File: src/rtl/dff_pkg.sv
// Shared helpers for the dff_pipe delay line: counter width and default reset fill.
package dff_pkg;

  localparam bit DEF_RST_BIT = 1'b0;

  function automatic int unsigned cnt_width(input int unsigned depth);
    return $clog2(depth + 1);
  endfunction

endpackage

File: src/rtl/dff_stage.sv
// One pipeline slot: data register plus valid bit, async reset, clr > en > hold.
module dff_stage
  import dff_pkg::*;
#(
  parameter int unsigned          WIDTH   = 8,
  parameter logic [WIDTH-1:0]     RST_VAL = {WIDTH{DEF_RST_BIT}}
) (
  input  logic             clk,
  input  logic             rst_n,
  input  logic             en,
  input  logic             clr,
  input  logic [WIDTH-1:0] d,
  input  logic             d_valid,
  output logic [WIDTH-1:0] q,
  output logic             q_valid
);

  always_ff @(posedge clk or negedge rst_n) begin
    if (!rst_n) begin
      q       <= RST_VAL;
      q_valid <= 1'b0;
    end else if (clr) begin
      q       <= RST_VAL;
      q_valid <= 1'b0;
    end else if (en) begin
      q       <= d;
      q_valid <= d_valid;
    end
  end

endmodule

File: src/rtl/dff_pipe.sv
// Stallable fixed-latency delay line of DEPTH stages with per-stage valid and occupancy count.
module dff_pipe
  import dff_pkg::*;
#(
  parameter int unsigned      WIDTH   = 8,
  parameter int unsigned      DEPTH   = 4,
  parameter logic [WIDTH-1:0] RST_VAL = {WIDTH{DEF_RST_BIT}},
  localparam int unsigned     CNT_W   = cnt_width(DEPTH)
) (
  input  logic             clk,
  input  logic             rst_n,
  input  logic             en,
  input  logic             clr,
  input  logic [WIDTH-1:0] d,
  input  logic             d_valid,
  output logic [WIDTH-1:0] q,
  output logic             q_valid,
  output logic [CNT_W-1:0] fill
);

  logic [WIDTH-1:0] data [DEPTH];
  logic             vld  [DEPTH];

  for (genvar i = 0; i < DEPTH; i++) begin : g_stage
    if (i == 0) begin : g_head
      dff_stage #(.WIDTH(WIDTH), .RST_VAL(RST_VAL)) u_stage (
        .clk     (clk),
        .rst_n   (rst_n),
        .en      (en),
        .clr     (clr),
        .d       (d),
        .d_valid (d_valid),
        .q       (data[i]),
        .q_valid (vld[i])
      );
    end else begin : g_body
      dff_stage #(.WIDTH(WIDTH), .RST_VAL(RST_VAL)) u_stage (
        .clk     (clk),
        .rst_n   (rst_n),
        .en      (en),
        .clr     (clr),
        .d       (data[i-1]),
        .d_valid (vld[i-1]),
        .q       (data[i]),
        .q_valid (vld[i])
      );
    end
  end

  assign q       = data[DEPTH-1];
  assign q_valid = vld[DEPTH-1];

  // Incremental count mirrors the shift: one word enters, the last stage's word leaves.
  always_ff @(posedge clk or negedge rst_n) begin
    if (!rst_n) begin
      fill <= '0;
    end else if (clr) begin
      fill <= '0;
    end else if (en) begin
      fill <= fill + CNT_W'(d_valid) - CNT_W'(q_valid);
    end
  end

endmodule

File: config.mk
export PLATFORM = sky130hd
export DESIGN_NAME = dff_pipe
export DESIGN_NICKNAME = d
export VERILOG_FILES = /design/src/rtl/dff_pkg.sv /design/src/rtl/dff_stage.sv /design/src/rtl/dff_pipe.sv
export SDC_FILE = /design/constraint.sdc
export NUM_CORES = 1
export LEC_CHECK = 0
export CAP_MARGIN = 20
export CELL_PAD_IN_SITES_DETAIL_PLACEMENT = 0
export CELL_PAD_IN_SITES_GLOBAL_PLACEMENT = 1
export CORE_UTILIZATION = 46
export DETAILED_ROUTE_END_ITERATION = 6
export PLACE_DENSITY = 0.86
export SYNTH_ARGS = -nofsm -noshare
export SYNTH_HDL_FRONTEND = slang
export SYNTH_SLANG_ARGS = --single-unit
File: constraint.sdc
create_clock -name clk -period 3.9 [get_ports clk]
set_clock_uncertainty 0.2 [all_clocks]
set_input_delay 0.975 -clock clk [delete_from_list [all_inputs] [get_ports clk]]
set_output_delay 0.975 -clock clk [all_outputs]
set_load 0.03 [all_outputs]
==> run summary, run 1 <==
Outcome: complete, no violations
Final period util: 66.6%
Total die area: 0.00404 mm²
Worst-path clk slew: 0.07 ns
Clock tree buffer depth: 2
Worst Hold Slack: 0.326 ns
Synthesis-stage register bit count: 39
Post-synthesis average cell area: 12.1 µm²
CP arrival: 1.42 ns
# rows: 22
Fin. max-slew vios: 0
Clk Latency, worst-skew pair: 0.29 ns
Sw frac: 23.8%
Lkg Pwr: 1.02 nW
DRT iter0 DRCs: 36
Num CTS Buffers: 5
Initial core utilization: 47.7%
RSZ-0062 raised after global routing: false
Mapped Cells: 144
Max IR drop VDD: 0.240 mV
Flop pwr share: 56.1%
Sink Count: 39
DIE HEIGHT: 63.6 µm
Yosys top cell area share: 55.9%
Mapped Nets: 160
Drt pass-1 iters: 4
Dpl ws: 1.06 ns
Worst Tran Pin Value: 0.832 ns
Final WL: 2.58 mm
Slowest stage cell, crit path: clkdlybuf4s50_1
Core area: 0.00366 mm²
IO buf count: 24
Net Switching: 0.180 mW
Gpl congestion: 0.706
Post-route insts no fill: 209
Clock share of power: 33.9%
Via count: 1023
Hold depth: 2
Synth area leader: dfrtp_1
Final TNS setup: 0 ns
Root buffer cell: clkbuf_8
Cell count along the critical path: 1
Synth-to-Final Area Change: 13.5%
Fin nets: 176
Final min period: 2.60 ns
Crit. End Element: output pin
Placed insts: 201
Area contributors post-synth: dfrtp_1 56%, mux2i_1 22%, nor2_1 8.4%
Yosys warnings: 0
Antenna cell count: 0
Critical path required time: 2.72 ns
Total setup buffers inserted after CTS: 0
Die X: 63.6 µm
Mapped cell area: 0.00175 mm²
Comb power frac: 10.1%
Hold Crit Class: register to register
CP max stage delay: 0.70 ns
Worst r2r path cells: 8
H-Tree Depth: 2
Worst hold path startpoint: g_stage[0].g_head.u_stage.q[0]
WS Path Type: register to output pin
Crit path launch type: register
DPL Wire Length: 1.72 mm
Synth top cells by count: 39 x dfrtp_1, 39 x nor2_1, 38 x mux2i_1
Final WS setup: 1.30 ns
Share of cells above drive strength 1: 6.83%
Vias/cell: 4.89
Post-synth EDFFs: 0
FMAX: 0.385 GHz
First-pass GRT wire length: 4.55 mm
Routed len/inst: 12.4 µm
Critical path startpoint: fill[1]
Worst Path Max Fanout: 4
Int Power: 0.577 mW
Post_cts resized: 0
Relative slew margins: 44.6%
Gr usage total: 15.1%
Vias in the first global route: 1000
Total grt overflow: 0
Cells along the critical path: clkdlybuf4s50_1
Pwr/cell area: 382 mW/mm²
Worst R2R Start: g_stage[3].g_body.u_stage.q_valid
Largest net degree at the start of global routing: 40
I/O pin count: 25
Buf+Inv Stages, Crit Path: 1
Asr flop ratio synth: 100%
Number of max-cap violations: 0
Register area share after synthesis: 55.9%
Antenna violations before repair: 0
Final setup vio count: 0
Top delay family on crit path: buffers and inverters
Most frequently used flop master after synthesis: dfrtp_1
Hold Vio Cnt, Final: 0
CTS tree: yes
Drt drc: 0
Synth unique cells: 15
CTS Hold Bufs: 0
Antenna Nets Post-Route: 0
==> state kept, by name, summed over array words and instances (netlist names) <==
signal,cells
g_stage.g_body.u_stage.q,24
fill,3
g_stage.g_body.u_stage.q_valid,3
g_stage.g_head.u_stage.q,8
g_stage.g_head.u_stage.q_valid,1
==> layer usage <==
metal | vias to the layer above | GRT usage, % | share of wire (%)
met2 | 16 | 24.9 | 48
met4 | 0 | 7.67 | 2.1
li1 | 486 | - | -
met5 | - | 0 | 0
met1 | 516 | 17.0 | 46
met3 | 5 | 5.43 | 4.0
==> worst min-delay path: stages, from the launching register on <==
cell	delay, ns
dfrtp_1	0.35
mux2i_1	0.06
nor2_1	0.08
==> placed cells by master (no fill, tap or decap), types with 2 or more instances in the layout <==
master           count
buf_2                2
mux2i_1             38
buf_4                2
clkbuf_8             5
clkdlybuf4s50_1     22
nor2_1              39
dfrtp_1             39
ha_1                 2
inv_1                4
clkbuf_1             2
==> power by group through the flow <==
stage                     logic, mW  registers (mW)  clock network, mW
final                        0.0764           0.424              0.256
after global routing         0.0850           0.426              0.281
after CTS                    0.0783           0.424              0.267
after detailed placement     0.0780           0.432                  0
after global placement       0.0756           0.431                  0
after floorplan              0.0506           0.434                  0
==> cell families after synthesis <==
logic type / share of synthesized area (%)
muxes: 21.8
buffers and inverters: 9.46
adders and majority gates: 2.58
AOI/OAI and AO/OA: 1.00
xor gates and xnor gates: 0.502
and+or+nand+nor: 8.75
DFF: 55.9
==> final timing paths <==
path | to | slack, ns
setup / recovery | fill[1] | 1.30
hold / removal | g_stage[0].g_head.u_stage.q[0] | 0.33
setup reg to reg | fill[2] | 1.80
hold reg to reg | g_stage[0].g_head.u_stage.q[0] | 0.33
max in group asynchronous | g_stage[3].g_body.u_stage.q[2] | 2.39
min in group asynchronous | g_stage[2].g_body.u_stage.q[3] | 0.59
==> through the flow <==
| stage | utilization, % | instance area (µm²) | power, mW |
|---|---|---|---|
| final | 54.1 | 1980 | 0.757 |
| after global routing | 54.1 | 1980 | 0.791 |
| after CTS | 54.1 | 1980 | 0.769 |
| after detailed placement | 51.9 | 1900 | 0.510 |
| after global placement | 51.9 | 1900 | 0.507 |
| after floorplan | - | 1750 | 0.485 |
==> final cells by class <==
class                      count  area [µm²]
inverter                       4        15.0
multi-input combinational     84         604
clock buffer                   7        76.3
tap                           48        60.1
clock inverter                 1        5.00
fill                         313        1680
timing repair buffer          26         245
sequential                    39         976
(Power assumes the default switching activity.)
==> run 2, diff against run 1 <==
- CORE_UTILIZATION: 46 -> 43
- PLACE_DENSITY: 0.86 -> 0.81
- clock period: 3.9 -> 2.61 ns (I/O delays scaled with it)
==> run summary, run 2 (synthesis results as in run 1) <==
CP max stage delay: 0.69 ns
Fillcell total: 316
DPL Wire Length: 1.74 mm
Multi-input logic area: 604 µm²
Sink Count: 39
Slowest stage cell, crit path: clkdlybuf4s50_1
Core area: 0.00377 mm²
Vias/cell: 4.87
Worst Path Max Fanout: 4
Fin nets: 176
Root buffer cell: clkbuf_8
Crit. End Element: output pin
Final min period: 2.25 ns
Relative slew margins: 42.7%
# rows: 22
FMAX: 0.445 GHz
H-Tree Depth: 2
Post_cts resized: 0
Final setup vio count: 0
Antenna violations before repair: 0
Final TNS setup: 0 ns
Pwr/cell area: 574 mW/mm²
Hold Vio Cnt, Final: 0
Share of cells above drive strength 1: 7.50%
CTS tree: yes
Antenna Nets Post-Route: 0
CTS Hold Bufs: 0
DRT iter0 DRCs: 15
RSZ-0062 raised after global routing: false
DIE HEIGHT: 65.7 µm
Largest register FFs: 24
Crit path launch type: register
Int Power: 0.884 mW
Final WL: 2.69 mm
Clock share of power: 34.6%
Via count: 1012
Fin. max-slew vios: 0
Top delay family on crit path: buffers and inverters
CP arrival: 1.40 ns
Worst Tran Pin Value: 0.860 ns
Commonest cells after routing, fill and taps aside: 39 x nor2_1, 39 x dfrtp_1, 38 x mux2i_1
Initial core utilization: 46.3%
Worst-path clk slew: 0.07 ns
Routed len/inst: 12.9 µm
Cells along the critical path: clkdlybuf4s50_1
Reg with most FFs: g_stage.g_body.u_stage.q
Total setup buffers inserted after CTS: 0
Comb power frac: 10.3%
I/O pin count: 25
Final period util: 86.2%
Largest regs: g_stage.g_body.u_stage.q: 24 flops, g_stage.g_head.u_stage.q: 8 flops
Worst R2R Start: g_stage[3].g_body.u_stage.q_valid
Largest net degree at the start of global routing: 40
Worst r2r path cells: 8
Gr usage total: 14.0%
Max IR drop VDD: 0.312 mV
IO buf count: 24
WS Path Type: register to output pin
Lkg Pwr: 1.03 nW
Net Switching: 0.266 mW
Clk Latency, worst-skew pair: 0.28 ns
Design area: 0.00200 mm²
Flop pwr share: 55.2%
Die X: 65.7 µm
Drt drc: 0
Gpl congestion: 0.729
Vias in the first global route: 1045
Hold Crit Class: input pin to asynchronous set/reset pin
Critical path required time: 1.76 ns
Number of max-cap violations: 0
Buf+Inv Stages, Crit Path: 1
Dpl cell area: 0.00191 mm²
Worst Hold Slack: 0.281 ns
Reg2reg setup slack: 0.52 ns
Num CTS Buffers: 5
Register area: 976 µm²
Antenna cell count: 0
Clock tree buffer depth: 2
Reg2reg end: fill[2]
Synth-to-Final Area Change: 14.6%
Total die area: 0.00432 mm²
Total grt overflow: 0
Sw frac: 23.1%
Outcome: complete, no violations
Drt pass-1 iters: 3
First-pass GRT wire length: 4.49 mm
==> run 2: cell types whose count changed in the layout (fill, tap and decap cells not counted), sizes merged <==
| cell | before | now |
|---|---|---|
| clkbuf | 7 | 6 |
==> run 2: per-stage QoR <==
stage | total power [mW] | setup WS [ns] | util (%) | instances
2_1_floorplan | 0.725 | 0.431 | - | 144
3_3_place_gp | 0.761 | 0.134 | 50.7 | 201
3_5_place_dp | 0.766 | 0.0652 | 50.7 | 201
4_1_cts | 1.16 | 0.344 | 53.1 | 208
5_1_grt | 1.20 | 0.310 | 53.1 | 208
6_report | 1.15 | 0.361 | 53.1 | 208
==> run 2: worst max-delay path by stage <==
stage            start      end  slack (ns)  cells after the start
2_1_floorplan  fill[0]  fill[2]        0.43                      9
3_3_place_gp   d_valid  fill[2]        0.13                      7
3_5_place_dp   d_valid  fill[2]        0.07                      7
4_1_cts        fill[1]  fill[1]        0.34                      1
5_1_grt        d_valid  fill[2]        0.31                      7
6_report       fill[1]  fill[1]        0.36                      1
==> run 2: metal layers <==
metal	track usage, %	vias to the layer above	share of wire (%)
li1	-	490	-
met3	3.65	5	3.2
met1	16.1	503	47
met4	7.34	0	1.3
met2	23.5	14	49
met5	0	-	0
==> run 2: cell type report <==
cell class              count  area share [%]
clock buffers               6            4.13
clock inverters             1           0.250
inverters                   4           0.750
multi-input cells          84            30.2
flip-flops and latches     39            48.8
well taps                  48            3.00
repair buffers             26            12.9
==> run 2: power by group through the flow <==
stage / logic [mW] / registers (mW) / clock network [mW]
after floorplan: 0.0756 / 0.649 / 0
after global placement: 0.116 / 0.645 / 0
after detailed placement: 0.120 / 0.646 / 0
after CTS: 0.120 / 0.634 / 0.410
after global routing: 0.131 / 0.636 / 0.433
final: 0.118 / 0.634 / 0.397
==> run 3, diff against run 2 <==
- CTS_BUF_LIST: not set -> sky130_fd_sc_hd__clkbuf_16
==> run summary, run 3 (synthesis results as in run 1) <==
Commonest cells after routing, fill and taps aside: 39 x nor2_1, 39 x dfrtp_1, 38 x mux2i_1
Root buffer cell: clkbuf_16
Outcome: complete, no violations
Synth-to-Final Area Change: 17.3%
Final period util: 85.8%
Drt pass-1 iters: 4
Relative slew margins: 43.4%
Slowest stage cell, crit path: clkdlybuf4s50_1
CTS Hold Bufs: 0
Total die area: 0.00432 mm²
Number of max-cap violations: 0
RSZ-0062 raised after global routing: false
Hold Crit Class: input pin to asynchronous set/reset pin
Vias in the first global route: 1058
Worst r2r path cells: 8
Critical path required time: 2.57 ns
DRT iter0 DRCs: 19
Reg with most FFs: g_stage.g_body.u_stage.q
Largest net degree at the start of global routing: 40
Final TNS setup: 0 ns
Clk Latency, worst-skew pair: 0.28 ns
Clock tree buffer depth: 2
Worst Tran Pin Value: 0.849 ns
Via count: 1015
GR Util met2: 24.1%
Total setup buffers inserted after CTS: 0
Lkg Pwr: 1.05 nW
Final setup vio count: 0
Final WS setup: 0.370 ns
Met1 Usage GRT: 16.5%
Largest register FFs: 24
Top delay family on crit path: buffers and inverters
Fillcell total: 313
Cell count along the critical path: 7
Most Crowded Layer GR: met2
Sink Count: 39
Num CTS Buffers: 5
Share of cells above drive strength 1: 6.88%
Gr usage total: 14.5%
Worst Path Max Fanout: 2
Met3 Usage GRT: 5.73%
Vias/cell: 4.88
Gpl congestion: 0.729
Die X: 65.7 µm
Buf+Inv Stages, Crit Path: 2
I/O pin count: 25
Max IR drop VDD: 0.373 mV
Post_cts resized: 0
Final WL: 2.77 mm
DPL Wire Length: 1.74 mm
Antenna violations before repair: 0
Worst-path clk slew: 0.05 ns
# rows: 22
Initial core utilization: 46.3%
FMAX: 0.446 GHz
Fin. max-slew vios: 0
Worst Hold Slack: 0.284 ns
DIE HEIGHT: 65.7 µm
Pwr/cell area: 640 mW/mm²
WS Path Type: input pin to register
Crit. End Element: register
Dpl ws: 0.0652 ns
Antenna Nets Post-Route: 0
First-pass GRT wire length: 4.57 mm
Total grt overflow: 0
Final min period: 2.24 ns
CP arrival: 2.20 ns
CTS tree: yes
Crit path launch type: input pin
Antenna cell count: 0
IO buf count: 24
Routed len/inst: 13.3 µm
Core area: 0.00377 mm²
Cells along the critical path: clkdlybuf4s50_1, ha_1, inv_1, fa_1, xor2_1, a21oi_2, a31o_1
Drt drc: 0
CP max stage delay: 0.49 ns
H-Tree Depth: 2
Hold Vio Cnt, Final: 0
Largest regs: g_stage.g_body.u_stage.q: 24 flops, g_stage.g_head.u_stage.q: 8 flops
Fin nets: 176
## run 3: worst register-to-register path, cell delays in order, from the launching register on
cell and delay [ns]:
dfrtp_1 0.39, ha_1 0.30, inv_1 0.05, ha_1 0.13, inv_1 0.05, fa_1 0.37
xor2_1 0.21, a21oi_2 0.08, a31o_1 0.19
## run 3: through the flow
stage	cell area [µm²]	util, %	power [mW]	instances
finish	2050	54.3	1.31	208
global route	2050	54.3	1.36	208
CTS	2050	54.3	1.33	208
detailed placement	1910	50.7	0.766	201
global placement	1910	50.7	0.761	201
floorplan	1750	-	0.725	144
## run 3: power by group
group | internal [mW] | switching [mW] | leakage (nW)
registers | 0.624 | 0.0113 | 0.535
clock network | 0.343 | 0.214 | 0.0671
logic | 0.0537 | 0.0643 | 0.445
total | 1.02 | 0.289 | 1.05
## run 3: final timing paths
kind | to | slack (ns) | start
worst max-delay path | fill[2] | 0.37 | d_valid
worst min-delay path | g_stage[2].g_body.u_stage.q[4] | 0.28 | rst_n
worst max register to register | fill[2] | 0.52 | g_stage[3].g_body.u_stage.q_valid
worst min register to register | g_stage[3].g_body.u_stage.q[2] | 0.31 | g_stage[2].g_body.u_stage.q[2]
max in group asynchronous | g_stage[1].g_body.u_stage.q[3] | 1.39 | rst_n
min in group clk | g_stage[3].g_body.u_stage.q[2] | 0.31 | g_stage[2].g_body.u_stage.q[2]
## run 3: cell type report
class                   instances  area [µm²]  share of cell area (%)
multi-input cells              84         604                    29.5
clock inverters                 2        8.76                   0.428
clock buffers                   5         125                    6.11
inverters                       4        15.0                   0.733
flip-flops and latches         39         976                    47.7
repair buffers                 26         258                    12.6
well taps                      48        60.1                    2.93
## run 3: layer usage
layer / wire, µm / vias up
li1: - / 492
met1: 1250 / 505
met2: 1390 / 16
met3: 116 / 2
met4: 18 / 0
met5: 0 / -
